`src/rtl/cp0_reg_pkg.sv`:
```
// Shared CP0 constants: register addresses, exception type codes, ExcCode values,
// reset values and the MTC0-writable mask of Cause.
package cp0_reg_pkg;

  localparam logic [4:0] CP0_COUNT   = 5'd9;
  localparam logic [4:0] CP0_COMPARE = 5'd11;
  localparam logic [4:0] CP0_STATUS  = 5'd12;
  localparam logic [4:0] CP0_CAUSE   = 5'd13;
  localparam logic [4:0] CP0_EPC     = 5'd14;
  localparam logic [4:0] CP0_PRID    = 5'd15;
  localparam logic [4:0] CP0_CONFIG  = 5'd16;

  localparam logic [31:0] EXC_INTERRUPT = 32'h0000_0001;
  localparam logic [31:0] EXC_SYSCALL   = 32'h0000_0008;
  localparam logic [31:0] EXC_RI        = 32'h0000_000a;
  localparam logic [31:0] EXC_OVERFLOW  = 32'h0000_000c;
  localparam logic [31:0] EXC_TRAP      = 32'h0000_000d;
  localparam logic [31:0] EXC_ERET      = 32'h0000_000e;

  localparam logic [4:0] EXCCODE_INT = 5'd0;
  localparam logic [4:0] EXCCODE_SYS = 5'd8;
  localparam logic [4:0] EXCCODE_RI  = 5'd10;
  localparam logic [4:0] EXCCODE_OV  = 5'd12;
  localparam logic [4:0] EXCCODE_TR  = 5'd13;

  localparam logic [31:0] STATUS_RESET = 32'h1000_0000;
  localparam logic [31:0] CONFIG_RESET = 32'h0000_8000;
  localparam logic [31:0] PRID_VALUE   = 32'h004C_0102;
  localparam logic [31:0] CAUSE_WMASK  = 32'h00C0_0300;

  localparam int STATUS_EXL = 1;
  localparam int CAUSE_BD   = 31;

  typedef struct packed {
    logic       valid;
    logic [4:0] code;
  } exc_dec_t;

  // Maps an exception type to its ExcCode; ERET and unknown codes are not "valid".
  function automatic exc_dec_t decode_exc(input logic [31:0] exc_type);
    exc_dec_t d;
    d.valid = 1'b1;
    d.code  = EXCCODE_INT;
    case (exc_type)
      EXC_INTERRUPT: d.code = EXCCODE_INT;
      EXC_SYSCALL:   d.code = EXCCODE_SYS;
      EXC_RI:        d.code = EXCCODE_RI;
      EXC_OVERFLOW:  d.code = EXCCODE_OV;
      EXC_TRAP:      d.code = EXCCODE_TR;
      default:       d.valid = 1'b0;
    endcase
    return d;
  endfunction

endpackage

```
`src/rtl/cp0_reg_if.sv`:
```
// MTC0/MFC0 access bus between the pipeline (master) and the CP0 register file (slave).
interface cp0_reg_if;
  logic        we_i;
  logic [4:0]  waddr_i;
  logic [31:0] data_i;
  logic [4:0]  raddr_i;
  logic [31:0] data_o;

  modport master (output we_i, waddr_i, data_i, raddr_i, input data_o);
  modport slave  (input we_i, waddr_i, data_i, raddr_i, output data_o);
endinterface

```
`src/rtl/cp0_reg.sv`:
```
// Coprocessor-0 register file: MTC0/MFC0 access, free-running Count/Compare timer,
// interrupt pending sampling, exception entry and ERET bookkeeping.
module cp0_reg
  import cp0_reg_pkg::*;
(
  input  logic        clk,
  input  logic        rst,
  cp0_reg_if.slave    bus,
  input  logic [5:0]  int_i,
  input  logic [31:0] excepttype_i,
  input  logic [31:0] current_inst_addr_i,
  input  logic        is_in_delayslot_i,
  output logic [31:0] count_o,
  output logic [31:0] compare_o,
  output logic [31:0] status_o,
  output logic [31:0] cause_o,
  output logic [31:0] epc_o,
  output logic [31:0] config_o,
  output logic [31:0] prid_o,
  output logic        timer_int_o
);

  logic        flush;
  logic        wr_en;
  exc_dec_t    exc;
  logic [31:0] cause_base;

  // An excepting instruction is flushed, so its MTC0 must not land.
  assign flush = (excepttype_i != 32'd0);
  assign wr_en = bus.we_i && !flush;
  assign exc   = decode_exc(excepttype_i);

  assign config_o = CONFIG_RESET;
  assign prid_o   = PRID_VALUE;

  assign cause_base = (wr_en && bus.waddr_i == CP0_CAUSE)
                    ? ((cause_o & ~CAUSE_WMASK) | (bus.data_i & CAUSE_WMASK))
                    : cause_o;

  always_ff @(posedge clk or posedge rst) begin
    if (rst) begin
      count_o     <= 32'd0;
      compare_o   <= 32'd0;
      status_o    <= STATUS_RESET;
      cause_o     <= 32'd0;
      epc_o       <= 32'd0;
      timer_int_o <= 1'b0;
    end else begin
      count_o <= count_o + 32'd1;
      cause_o <= {cause_base[31:16], int_i, cause_base[9:0]};
      if (compare_o != 32'd0 && count_o == compare_o)
        timer_int_o <= 1'b1;

      // NOTE: non-blocking assignments later in this block override earlier ones
      // to the same bits, which is how writes take priority over the defaults above.
      if (wr_en) begin
        case (bus.waddr_i)
          CP0_COUNT:   count_o <= bus.data_i;
          CP0_COMPARE: begin
            compare_o   <= bus.data_i;
            timer_int_o <= 1'b0;
          end
          CP0_STATUS:  status_o <= bus.data_i;
          CP0_EPC:     epc_o    <= bus.data_i;
          default: ;
        endcase
      end

      if (exc.valid) begin
        if (!status_o[STATUS_EXL]) begin
          epc_o             <= is_in_delayslot_i ? current_inst_addr_i - 32'd4
                                                 : current_inst_addr_i;
          cause_o[CAUSE_BD] <= is_in_delayslot_i;
        end
        status_o[STATUS_EXL] <= 1'b1;
        cause_o[6:2]         <= exc.code;
      end else if (excepttype_i == EXC_ERET) begin
        status_o[STATUS_EXL] <= 1'b0;
      end
    end
  end

  // NOTE: assigning a default first keeps this combinational block latch-free.
  always_comb begin
    bus.data_o = 32'd0;
    if (!rst) begin
      case (bus.raddr_i)
        CP0_COUNT:   bus.data_o = count_o;
        CP0_COMPARE: bus.data_o = compare_o;
        CP0_STATUS:  bus.data_o = status_o;
        CP0_CAUSE:   bus.data_o = cause_o;
        CP0_EPC:     bus.data_o = epc_o;
        CP0_PRID:    bus.data_o = prid_o;
        CP0_CONFIG:  bus.data_o = config_o;
        default:     bus.data_o = 32'd0;
      endcase
    end
  end

endmodule

```
`src/flat_wrapper.sv`:
```
// flat-port wrapper written by rule: the top's interface ports become plain ports
module cp0_reg_flat import cp0_reg_pkg::*;
  (clk, rst, int_i, excepttype_i, current_inst_addr_i, is_in_delayslot_i, count_o, compare_o, status_o, cause_o, epc_o, config_o, prid_o, timer_int_o, bus_we_i, bus_waddr_i, bus_data_i, bus_raddr_i, bus_data_o);
  cp0_reg_if bus_i ();
  input  logic clk;
  input  logic rst;
  input  logic [5:0] int_i;
  input  logic [31:0] excepttype_i;
  input  logic [31:0] current_inst_addr_i;
  input  logic is_in_delayslot_i;
  output logic [31:0] count_o;
  output logic [31:0] compare_o;
  output logic [31:0] status_o;
  output logic [31:0] cause_o;
  output logic [31:0] epc_o;
  output logic [31:0] config_o;
  output logic [31:0] prid_o;
  output logic timer_int_o;
  input wire logic [$bits(bus_i.we_i)-1:0] bus_we_i;
  input wire logic [$bits(bus_i.waddr_i)-1:0] bus_waddr_i;
  input wire logic [$bits(bus_i.data_i)-1:0] bus_data_i;
  input wire logic [$bits(bus_i.raddr_i)-1:0] bus_raddr_i;
  output wire logic [$bits(bus_i.data_o)-1:0] bus_data_o;
  assign bus_i.we_i = bus_we_i;
  assign bus_i.waddr_i = bus_waddr_i;
  assign bus_i.data_i = bus_data_i;
  assign bus_i.raddr_i = bus_raddr_i;
  assign bus_data_o = bus_i.data_o;
  cp0_reg u_core (.clk(clk), .rst(rst), .bus(bus_i), .int_i(int_i), .excepttype_i(excepttype_i), .current_inst_addr_i(current_inst_addr_i), .is_in_delayslot_i(is_in_delayslot_i), .count_o(count_o), .compare_o(compare_o), .status_o(status_o), .cause_o(cause_o), .epc_o(epc_o), .config_o(config_o), .prid_o(prid_o), .timer_int_o(timer_int_o));
endmodule
```
`config.mk`:
```
export PLATFORM = sky130hd
export DESIGN_NAME = cp0_reg_flat
export DESIGN_NICKNAME = d
export VERILOG_FILES = /design/src/rtl/cp0_reg_pkg.sv /design/src/rtl/cp0_reg_if.sv /design/src/rtl/cp0_reg.sv /design/src/flat_wrapper.sv
export SDC_FILE = /design/constraint.sdc
export NUM_CORES = 1
export LEC_CHECK = 0
export BUFFER_PORTS_ARGS = -buffer_cell sky130_fd_sc_hd__buf_4
export CORE_AREA = 2 2 143 145
export CTS_CLUSTER_SIZE = 8
export DETAILED_ROUTE_END_ITERATION = 16
export DIE_AREA = 0 0 145 147
export GPL_TIMING_DRIVEN = 0
export PLACE_DENSITY = 0.75
export SYNTH_ARGS = -nofsm -noshare
export SYNTH_HDL_FRONTEND = slang
export SYNTH_SLANG_ARGS = --single-unit
```
`constraint.sdc`:
```
create_clock -name clk -period 6.7 [get_ports clk]
set_clock_uncertainty 0.05 [all_clocks]
set_input_delay 0.335 -clock clk [delete_from_list [all_inputs] [get_ports clk]]
set_output_delay 0.335 -clock clk [all_outputs]
set_load 0.01 [all_outputs]
```
# After elaboration in Yosys (flattened, before gate mapping)
# Cells that the tools add are included.
# Widths: inputs -> output; s select.
totals:
  inputBits: 116
  output_inout_bits: 257
  reg_bits: 161
  elab_cells: 66
op_classes:
  n_reduce_logical: 13
  n_addsub: 2
  n_eq_ne: 19
  n_mux: 22
  bitwise: 1
ops:
  columns: ["operator", "count"]
  rows:
  - ["$mux 32", 9]
  - ["$pmux 32 s7", 1]
  - ["$eq 32x4->1 const B", 5]
  - ["$reduce_bool 32->1", 2]
  - ["$eq 5x4->1 const B", 11]
  - ["$add 32x1->32 const B", 1]
  - ["$eq 32x1->1 const B", 1]
  - ["$eq 32x32->1", 1]
  - ["$or 32x24->32", 1]
  - ["$sub 32x3->32 const B", 1]
  - ["$pmux 4 s4", 1]
  - ["$mux 1", 8]
  - ["$reduce_and 2->1", 3]
  - ["$reduce_bool 3->1", 2]
  - ["$eq 5x5->1 const B", 1]
  - ["$mux 5", 1]
  - ["$reduce_or 5->1", 1]
  - ["$mux 2", 2]
  - ["$logic_and 1x1->1", 3]
  - ["$reduce_bool 2->1", 1]
  - ["$logic_not 1->1", 1]

# Longest topological paths before layout
depth:
  word_depth: 7
  ltp_mapped: 8
  ltp_nobuf: 7

# Worst setup path after synthesis
# Ideal clock, no wire load.
synth_path:
  path_kind: "input -> output"
  start: "input port bus_raddr_i[3]"
  end: "output port bus_data_o[10]"
  cell_stages: 7
  t_arrival_ns: 1.831
  path_slack_ns: 4.484
  n_path_buf: 2
  path_cell_list: "nor2b_1 -> clkbuf_1 -> nand2_1 -> nor3b_2 -> clkbuf_1 -> a22oi_1 -> a21oi_1"
synth_between:
  elab_chain_len: 3
synth_lines:
  columns: ["element", "line_no", "text"]
  rows:
  - ["from (decl)", "flat_wrapper.sv:22", "input wire logic [$bits(bus_i.raddr_i)-1:0] bus_raddr_i;"]
  - ["$eq 5x5->1 / $eq 5x4->1 (equally long branches)", "cp0_reg.sv:87", "case (bus.raddr_i)"]
  - ["$pmux 32 s7 (*)", "cp0_reg.sv:87", null]
  - ["$mux 32 (*)", "cp0_reg.sv:86", "if (!rst) begin"]
  - ["to (decl)", "flat_wrapper.sv:23", "output wire logic [$bits(bus_i.data_o)-1:0] bus_data_o;"]
# Every way passes the cells marked *; elsewhere a longest branch is shown, timed or not.

# Worst setup path after layout
layout_path:
  start: "input port bus_raddr_i[4]"
  end: "output port bus_data_o[31]"
# Same word-level chain as after synthesis.

==> results.yml <==
run_status:
  outcome: "completed"
clocking:
  path_clk_slew_ns: 0.06
  cts_tree: "yes"
  cts_max_path_buffers: 2
  insertion_delay_ns: 0.44
  cts_sinks: 144
  htreeDepth: 4
  cts-root-buf: "clkbuf_16"
  cts_buffers: 17
finish:
  seqCellArea_mm2: 0.00360
  multi_input_area_mm2: 0.00499
  final_cell_mix: "371 x buf_4, 219 x nand2_1, 143 x dfrtp_1, 96 x nor2_1, 87 x mux2i_1"
  finish.instance_area_mm2: 0.0127
  n_antenna_cell: 0
  final_common_cell: "buf_4"
  syn_to_final_growth_pct: 38.0
  final_cells: 1741
  final_nets: 1576
  fillerInstances: 1726
  drive_above_1_share_pct: 29.5
placement:
  io_buffers: 290
  hpwl_um: 27400
  gp_congestion: 0.933
  place_inst: 1702
  place_area_mm2: 0.0120
logic_synthesis:
  synth.top_cell.area_share_pct: 38.9
  synthTopCellsByArea: "dfrtp_1 39%, mux2i_1 9.5%, nand2_1 8.9%, xnor2_1 7.5%, buf_4 6.6%"
  ys_ff_latch: 144
  synth_edf_count: 0
  synthDistinctLibCells: 57
  yosysTopAreaCell: "dfrtp_1"
  syn-cell-area_mm2: 0.00919
  synthArstFlopShare_pct: 100
  avgSynthCellArea_um2: 8.65
  ys_seq_area_share_pct: 39.2
  yosys_warnings: 0
  synthFlopType: "dfrtp_1"
  synth_cells: 1062
power_and_ir_drop:
  finalPower_uw: 2040
  irDropWorstVdd_mv: 0.197
  powerDensity_mw_per_mm2: 161
  p_leak_uw: 0.00658
timing:
  slew_viol_final: 0
  max_slew_margin_pct: 47.7
  finalSetupViolations: 0
  rsz0062_at_grt: "false"
  max_clock_freq_ghz: 0.305
  hold_viol_final: 0
  setup_tns_ns: 0
  min_period_ns: 3.28
  fin_crit_sh_pct: 49.0
  holdWs_ns: 0.0807
  tightestPinTransition_ns: 0.784
global_route:
  grt_pass1_wl_um: 51500
  gr-usage-all-layers_pct: 32.0
  overflow: 0
  first_global_vias: 8505
  grt_antenna_before_repair: 0
  grt_max_degree: 95
die:
  dieHeight_um: 147
  die_w_um: 145
  die_area_mm2: 0.0213
  rows: 52
  initial_core_util_pct: 46.3
  core_mm2: 0.0198
  ios: 373
drt:
  vias: 9167
  drt-initial-drc-count: 847
  wl_per_cell_um: 20.0
  firstDrtPassIters: 5
  drc: 0
  routed_wl_um: 34800
  routed_via_density: 5.27
  ant_nets: 0
min_path:
  hold_path_end: "u_core.epc_o[0]$_DFF_PP0_"
  holdPathStages: 2
  min_from: "current_inst_addr_i[0]"
  hold_path.class: "in -> reg"
setup_path:
  reg2reg_depth: 6
  critPathKind: "in -> out"
  cp.arrival_ns: 2.90
  r2r_slack_ns: 4.26
  worstPathMaxFanout: 10
  startpoint_type: "input port"
  endpoint_kind: "output pin"
  rr_startpoint: "u_core.count_o[1]$_DFF_PP0_"
  worstPathRequired_ns: 6.31
  r2r_end: "u_core.count_o[31]$_DFF_PP0_"
job:
  drv_cap: 0
metal layers:
metal	part of all wire, %	track usage, %
met2	47	52.0
met4	2.8	10.9
met5	0	0
met3	8.5	5.56
met1	42	43.5
worst max-delay path, stage by stage:
cell and delay, ns:
buf_4 0.11, nor2b_1 0.10, clkbuf_1 0.29, nand2_1 0.19, nor3b_2 0.67, clkbuf_1 0.56
a22oi_1 0.14, a21oi_1 0.31, buf_4 0.18
cell families after synthesis:
logic type	count (synthesis)	synth area share, %
AND/OR/NAND/NOR	449	22.9
buffers and inverters	152	9.71
flip-flops	144	39.2
AO/OA/AOI/OAI	122	8.07
multiplexers	99	10.9
XOR/XNOR	92	8.77
adder cells (fa/ha/maj)	2	0.272
other	2	0.0817
power breakdown:
group | total (µW) | internal [µW] | leakage (µW) | switching (µW)
logic | 224 | 103 | 0.00433 | 121
clock network | 943 | 563 | 0.000282 | 380
registers | 873 | 872 | 0.00198 | 1.47
flip-flops by register name, indices dropped and copies added, names as in the netlist:
signal              count
u_core.epc_o           32
u_core.cause_o         15
u_core.count_o         32
u_core.compare_o       32
u_core.timer_int_o      1
u_core.status_o        32
Yosys cell counts (all sizes together) (6+ instances only):
library cell and n:
nor2 96, nand3 12, buf 91, o21ai 13, and4 9, a221oi 16
nand4 23, mux2i 87, a22oi 12, clkbuf 51, nor3 23, mux2 12
xor2 13, dfrtp 143, xnor2 79, inv 10, or3 6, a21oi 65
nand2 220, nor4 30
layout make-up:
cell class / instances / share of cell area, %
multi-input combinational: 845 / 39.4
sequential: 144 / 28.4
timing repair buffer: 298 / 17.9
buffer: 142 / 6.74
clock buffer: 21 / 3.63
tap: 270 / 2.66
clock inverter: 11 / 0.898
inverter: 10 / 0.336
through the flow:
step                      setup slack (ns)  util [%]
final                                 3.42      63.9
after global routing                  3.34      63.9
after CTS                             3.53      63.9
after detailed placement              3.53      60.6
after global placement               0.625      60.5
after floorplan                       2.45         -
repair_timing:
item / in CTS / in global routing
hold buffers: 7 / 0
gates resized for setup: 0 / 0
buffers inserted: 0 / 0
endpoints found under the hold margin: 56 / 0
worst max-delay path by stage:
stage                   startpoint                               to  slack [ns]  cells after the start
global route        bus_raddr_i[4]                   bus_data_o[31]        3.34                      9
finish              bus_raddr_i[4]                   bus_data_o[31]        3.42                      9
global placement               rst  u_core.compare_o[6]$_DFFE_PP0P_        0.62                      2
floorplan                      rst     u_core.cause_o[10]$_DFF_PP0_        2.45                      1
detailed placement  bus_raddr_i[4]                   bus_data_o[31]        3.53                      9
CTS                 bus_raddr_i[4]                   bus_data_o[31]        3.53                      9
(Power assumes the default switching activity.)
